[src/rtl/uart_tx_serializer_pkg.sv]
// Shared types and constants for the UART transmit serializer.
// FSM encoding, line-level bit values, parity selects and per-frame config.
package uart_tx_serializer_pkg;

    typedef enum logic [2:0] {
        IDLE   = 3'd0,
        START  = 3'd1,
        DATA   = 3'd2,
        PARITY = 3'd3,
        STOP   = 3'd4
    } state_t;

    localparam logic START_BIT = 1'b0;
    localparam logic STOP_BIT  = 1'b1;
    localparam logic PAR_EVEN  = 1'b0;
    localparam logic PAR_ODD   = 1'b1;

    // Parity options latched when a byte moves into the shift register
    typedef struct packed {
        logic par_en;
        logic par_typ;
    } frame_cfg_t;

    function automatic logic parity_bit(input logic xor_all, input logic par_typ);
        return (par_typ == PAR_ODD) ? ~xor_all : xor_all;
    endfunction

endpackage

[src/rtl/uart_tx_serializer_if.sv]
// Byte-side handshake, frame config and serial line outputs of the TX serializer.
// master drives bytes and config; slave is the serializer.
interface uart_tx_serializer_if #(
    parameter int DATA_WIDTH = 8,
    parameter int PRESCALE_W = 6
);
    import uart_tx_serializer_pkg::*;

    logic [DATA_WIDTH-1:0] p_data;
    logic                  data_valid;
    logic                  data_ready;
    logic                  par_en;
    logic                  par_typ;
    logic [PRESCALE_W-1:0] prescale;
    logic                  tx_out;
    logic                  busy;

    modport master (
        output p_data, data_valid, par_en, par_typ, prescale,
        input  data_ready, tx_out, busy
    );

    modport slave (
        input  p_data, data_valid, par_en, par_typ, prescale,
        output data_ready, tx_out, busy
    );

endinterface

[src/rtl/uart_tx_serializer_parity.sv]
// Combinational parity over DATA_WIDTH bits: even -> ^data, odd -> ~^data.
module uart_parity_calc
    import uart_tx_serializer_pkg::*;
#(
    parameter int DATA_WIDTH = 8
) (
    input  logic [DATA_WIDTH-1:0] data,
    input  logic                  par_typ,
    output logic                  parity
);

    assign parity = parity_bit(^data, par_typ);

endmodule

[src/rtl/uart_tx_serializer.sv]
// UART TX engine: 1-entry holding register feeding a start/data/parity/stop serializer.
// Define UART_TX_PRESCALE_EN to stretch each bit to PRESCALE clocks (0 or 1 acts as 1).
module uart_tx_serializer
    import uart_tx_serializer_pkg::*;
#(
    parameter int DATA_WIDTH = 8,
    parameter int PRESCALE_W = 6
) (
    input  logic                   clk,
    input  logic                   rst,
    uart_tx_serializer_if.slave    bus
);

    localparam int CNT_W = (DATA_WIDTH > 1) ? $clog2(DATA_WIDTH) : 1;

    state_t                state_q, state_d;
    logic [DATA_WIDTH-1:0] hold_q;
    logic [DATA_WIDTH-1:0] shift_q;
    logic                  hold_full_q;
    frame_cfg_t            cfg_q;
    logic [CNT_W-1:0]      bit_cnt_q, bit_cnt_d;
    logic                  tx_q, tx_d;
    logic                  load;
    logic                  accept;
    logic                  bit_tick;
    logic                  par_bit;

    assign accept          = bus.data_valid & ~hold_full_q;
    assign bus.data_ready  = ~hold_full_q;
    assign bus.tx_out      = tx_q;
    assign bus.busy        = (state_q != IDLE);

`ifdef UART_TX_PRESCALE_EN
    logic [PRESCALE_W-1:0] baud_q;
    logic [PRESCALE_W-1:0] baud_last;

    assign baud_last = (bus.prescale > PRESCALE_W'(1)) ? bus.prescale - PRESCALE_W'(1) : '0;
    // >= keeps a mid-bit PRESCALE decrease from wrapping the counter
    assign bit_tick  = (baud_q >= baud_last);

    always_ff @(posedge clk) begin
        if (!rst)
            baud_q <= '0;
        else if (state_q == IDLE || bit_tick)
            baud_q <= '0;
        else
            baud_q <= baud_q + PRESCALE_W'(1);
    end
`else
    logic unused_prescale;
    assign unused_prescale = ^bus.prescale;
    assign bit_tick        = 1'b1;
`endif

    uart_parity_calc #(.DATA_WIDTH(DATA_WIDTH)) u_parity (
        .data    (shift_q),
        .par_typ (cfg_q.par_typ),
        .parity  (par_bit)
    );

    always_ff @(posedge clk) begin
        if (!rst) begin
            state_q     <= IDLE;
            bit_cnt_q   <= '0;
            tx_q        <= STOP_BIT;
            hold_full_q <= 1'b0;
            hold_q      <= '0;
            shift_q     <= '0;
            cfg_q       <= '0;
        end else begin
            state_q   <= state_d;
            bit_cnt_q <= bit_cnt_d;
            tx_q      <= tx_d;
            if (accept) begin
                hold_q      <= bus.p_data;
                hold_full_q <= 1'b1;
            end else if (load) begin
                hold_full_q <= 1'b0;
            end
            if (load) begin
                shift_q <= hold_q;
                cfg_q   <= '{par_en: bus.par_en, par_typ: bus.par_typ};
            end
        end
    end

    always_comb begin
        state_d   = state_q;
        bit_cnt_d = bit_cnt_q;
        load      = 1'b0;
        case (state_q)
            IDLE: begin
                if (hold_full_q) begin
                    state_d = START;
                    load    = 1'b1;
                end
            end
            START: begin
                if (bit_tick) begin
                    state_d   = DATA;
                    bit_cnt_d = '0;
                end
            end
            DATA: begin
                if (bit_tick) begin
                    if (bit_cnt_q == CNT_W'(DATA_WIDTH - 1))
                        state_d = cfg_q.par_en ? PARITY : STOP;
                    else
                        bit_cnt_d = bit_cnt_q + CNT_W'(1);
                end
            end
            PARITY: begin
                if (bit_tick)
                    state_d = STOP;
            end
            STOP: begin
                // a waiting byte starts immediately, no idle bit between frames
                if (bit_tick) begin
                    if (hold_full_q) begin
                        state_d = START;
                        load    = 1'b1;
                    end else begin
                        state_d = IDLE;
                    end
                end
            end
            default: state_d = IDLE;
        endcase

        // line register follows the state being entered on this edge
        tx_d = STOP_BIT;
        case (state_d)
            START:   tx_d = START_BIT;
            DATA:    tx_d = shift_q[bit_cnt_d];
            PARITY:  tx_d = par_bit;
            default: tx_d = STOP_BIT;
        endcase
    end

endmodule
[src/flat_wrapper.sv]
// flat-port wrapper written by rule: the top's interface ports become plain ports
module uart_tx_serializer_flat import uart_tx_serializer_pkg::*;
#(
    parameter int DATA_WIDTH = 8,
    parameter int PRESCALE_W = 6
)
  (clk, rst, bus_p_data, bus_data_valid, bus_par_en, bus_par_typ, bus_prescale, bus_data_ready, bus_tx_out, bus_busy);
  uart_tx_serializer_if #(.DATA_WIDTH(DATA_WIDTH), .PRESCALE_W(PRESCALE_W)) bus_i ();
  input  logic clk;
  input  logic rst;
  input wire logic [$bits(bus_i.p_data)-1:0] bus_p_data;
  input wire logic [$bits(bus_i.data_valid)-1:0] bus_data_valid;
  input wire logic [$bits(bus_i.par_en)-1:0] bus_par_en;
  input wire logic [$bits(bus_i.par_typ)-1:0] bus_par_typ;
  input wire logic [$bits(bus_i.prescale)-1:0] bus_prescale;
  output wire logic [$bits(bus_i.data_ready)-1:0] bus_data_ready;
  output wire logic [$bits(bus_i.tx_out)-1:0] bus_tx_out;
  output wire logic [$bits(bus_i.busy)-1:0] bus_busy;
  assign bus_i.p_data = bus_p_data;
  assign bus_i.data_valid = bus_data_valid;
  assign bus_i.par_en = bus_par_en;
  assign bus_i.par_typ = bus_par_typ;
  assign bus_i.prescale = bus_prescale;
  assign bus_data_ready = bus_i.data_ready;
  assign bus_tx_out = bus_i.tx_out;
  assign bus_busy = bus_i.busy;
  uart_tx_serializer #(.DATA_WIDTH(DATA_WIDTH), .PRESCALE_W(PRESCALE_W)) u_core (.clk(clk), .rst(rst), .bus(bus_i));
endmodule
[config.mk]
export PLATFORM = sky130hd
export DESIGN_NAME = uart_tx_serializer_flat
export DESIGN_NICKNAME = d
export VERILOG_FILES = /design/src/rtl/uart_tx_serializer_pkg.sv /design/src/rtl/uart_tx_serializer_if.sv /design/src/rtl/uart_tx_serializer_parity.sv /design/src/rtl/uart_tx_serializer.sv /design/src/flat_wrapper.sv
export SDC_FILE = /design/constraint.sdc
export NUM_CORES = 1
export LEC_CHECK = 0
export ABC_AREA = 1
export BUFFER_PORTS_ARGS = -buffer_cell sky130_fd_sc_hd__clkbuf_2
export CORE_MARGIN = 2
export CORE_UTILIZATION = 40
export DETAILED_ROUTE_END_ITERATION = 8
export GPL_TIMING_DRIVEN = 0
export SKIP_CTS_REPAIR_TIMING = 1
export SYNTH_ARGS = -nofsm -noshare
export SYNTH_HDL_FRONTEND = slang
export SYNTH_SLANG_ARGS = --single-unit
[constraint.sdc]
create_clock -name clk -period 4.1 [get_ports clk]
set_input_delay 1.025 -clock clk [delete_from_list [all_inputs] [get_ports clk]]
set_output_delay 1.025 -clock clk [all_outputs]
set_load 0.005 [all_outputs]
==> results.md <==
* Clk Latency, worst-skew pair at between 300 and 400 ps
* Worst Hold Class: reg2reg
* Int Power at 0.0003581 W
* IO Pins at 22
* Cell Area, Synth at roughly 1200 um2
* Fin nets at roughly 210
* Combinational power share at 23.8%
* Worst EP required at 3070 ps
* Ys async rst share at 0%
* Period utilization at 49.33%
* Synth Flop Type: dfxtp_1
* Post-DRT Antenna Nets at 0
* Placer Congestion at 0.7463
* Drt pass-1 iters at 5
* CP Data Arrival Time at 1000 ps
* Pleak at 0.6450 nW
* Crit end category: output port
* Sequential cell area at 520.5 um2
* Initial DRC Count at 49
* Antenna diode count at 0
* Maximum VDD drop at 0.2128 mV
* Synth Area per Inst at about 7 um2
* CTS tree: done
* Dpl cell area at around 1300 um2
* Dpl hpwl at 1.817 mm
* # DRC at 0
* Top-area cell type share of the netlist area at around 43%
* Die height at around 59 um
* Worst Tran Pin Value at 433.5 ps
* Largest net degree at the start of global routing at 14
* Initial antenna violation count at 0
* Vias per Instance at 4.779
* M1 wire length at roughly 1.1 mm
* Clock skew at 9.769 ps
* Final worst path period need at between 2000 and 2500 ps
* Ratio of cells with drive above 1 in the final layout at 12.57%
* # setup viols final at 0
* Finished layout cell area at 1339 um2
* Core region area at 2805 um2
* Setup TNS at 0 ps
* Crit Path Class: reg2out
* Vias in the first global route at 988
* Final Power at 0.0005125 W
* Yosys cell types at 21
* I/O Buffers at 14
* Grt total ovfl at 0
* Sequential power share at 56.1%
* Power per cell area at about 380 nW/um2
* Post-synthesis cell count at approximately 170
* Crit path max fanout at 5
* # fillers at 296
* RSZ-0062 raised after global routing: no
* Worst-path clk slew at 130 ps
* Die width at 58.94 um
* Top cells by area, synth: dfxtp_1 43%, nand2_1 11%, nor2_1 9.9%, o21ai_0 7.9%, inv_1 6.8%
* Highest routed layer: met4
* Drt wl/cell at 10.25 um
* NetSw at between 0.00015 and 0.0002 W
* Sw Ratio at approximately 30%
* DR vias at 1,061
* Met3 wire len at 77 um
* Clock sinks at 26
* Biggest area consumer among synthesized cells: dfxtp_1
* Slew headroom at a little under three quarters
* Die area at 3474 um2
* CTS Buffer Depth at 2
* Post-synth top cells: 34 x nand2_1, 32 x nor2_1, 26 x dfxtp_1
* CTS buffer count at 3
* Max Slew Vio Count at 0
* Fmax at roughly 490 MHz
* Area delta synth->final at 10.88%
* Worst R2R Path Depth at 12
* Final hold viol count at 0
* H-tree levels at 1
* Status: finished, final reports clean
* Multi-input gate area at 591.8 um2
* Sequential share of the synthesized area at 43.11%
* Final wirelength at 2.275 mm
* Row cnt at 19
* Top-count cell post-synth: nand2_1
* Seq cells post-synth at 26
* Clock group share of total power at 20.1%
* Routed length on met2 at 1.033 mm
* Global-route wire length before repair at 4.043 mm
* Clock root buffer master: clkbuf_4
* Number of synthesized flops with an enable pin at 0
* # Max-Cap Violations at 0
* Yosys synthesis warning count at 0
* Hold depth at 2
* Starting density of the core at a little over two fifths
* Worst setup SP type: flop
* GR Util All Layers at between 10 and 15%
* Net count after synthesis at 194
==> cells by family (layout without fill, tap and decap cells) <==
kind of cell / count (synthesis) / after routing / share of synthesized area (%)
flip-flops: 26 / 26 / 43.11
adder cells (fa/ha/maj): 1 / 1 / 1.036
buffers and inverters: 25 / 42 / 7.876
AND/OR/NAND/NOR: 87 / 87 / 31.50
XOR/XNOR: 5 / 5 / 3.627
AO/OA/AOI/OAI: 30 / 30 / 12.85
==> power groups by stage <==
stage / clock [W] / sequential [W] / combinational (W)
final: 0.000103 / 0.000288 / 0.000122
after global routing: 0.000116 / 0.000291 / 0.000142
after CTS: 0.000109 / 0.000288 / 0.000123
after detailed placement: 0 / 0.000293 / 0.000123
after global placement: 0 / 0.000293 / 0.000120
after floorplan: 0 / 0.000291 / 0.0000946
==> flip-flops by register name (all words and copies together) (netlist names) <==
register and flops:
u_core.state_q 3, u_core.shift_q 8, u_core.cfg_q 2, u_core.hold_full_q 1
u_core.bus.tx_out 1, u_core.bit_cnt_q 3, u_core.hold_q 8
==> worst max-delay path, stage by stage, from the launching register on <==
cell	delay, ps
dfxtp_1	370
nor2_1	150
nand2_1	60
clkbuf_2	110
==> placed cells by master (no fill, tap or decap) <==
| cell type | n |
|---|---|
| ha_1 | 1 |
| clkbuf_4 | 3 |
| nor3_1 | 1 |
| nand3_4 | 1 |
| nand3b_1 | 1 |
| a21oi_1 | 9 |
| nor2_2 | 1 |
| inv_1 | 22 |
| clkbuf_1 | 2 |
| a211oi_1 | 1 |
| nand3_1 | 12 |
| nand2_1 | 34 |
| o21ai_0 | 19 |
| nand2_2 | 3 |
| nor2_1 | 32 |
| or2_1 | 1 |
| clkbuf_2 | 14 |
| xor2_1 | 1 |
| buf_2 | 1 |
| xnor2_1 | 4 |
| nand3b_2 | 1 |
| o21bai_1 | 1 |
| dfxtp_1 | 26 |
==> worst paths after layout <==
check / endpoint / startpoint / slack (ps)
min: u_core.shift_q[5] / u_core.shift_q[5] / 500
max: bus_busy / u_core.state_q[0] / 2080
max reg2reg: u_core.bus.tx_out / u_core.bit_cnt_q[0] / 2410
min reg2reg: u_core.shift_q[5] / u_core.shift_q[5] / 500
==> stage by stage <==
step	setup slack, ps	hold slack, ps	utilization (%)	instances
floorplan	2361	455.7	-	174
global placement	2068	478.0	46.92	219
detailed placement	2026	481.2	46.92	219
CTS	2058	499.2	47.73	222
global route	2024	524.5	47.73	222
finish	2077	497.4	47.73	222
==> layer usage <==
| layer | track usage, % | up-vias |
|---|---|---|
| li1 | - | 588 |
| met1 | 19.59 | 451 |
| met2 | 24.92 | 20 |
| met3 | 1.978 | 2 |
| met4 | 4.870 | 0 |
| met5 | 0 | - |
==> cell type report <==
class,count,share of cell area (%)
multi-input cells,123,44.21
flip-flops and latches,26,38.88
inverters,22,6.168
repair buffers,14,5.234
well taps,31,2.897
clock buffers,3,1.682
plain buffers,3,0.9346
No activity file was read; power rests on OpenSTA's default activity.
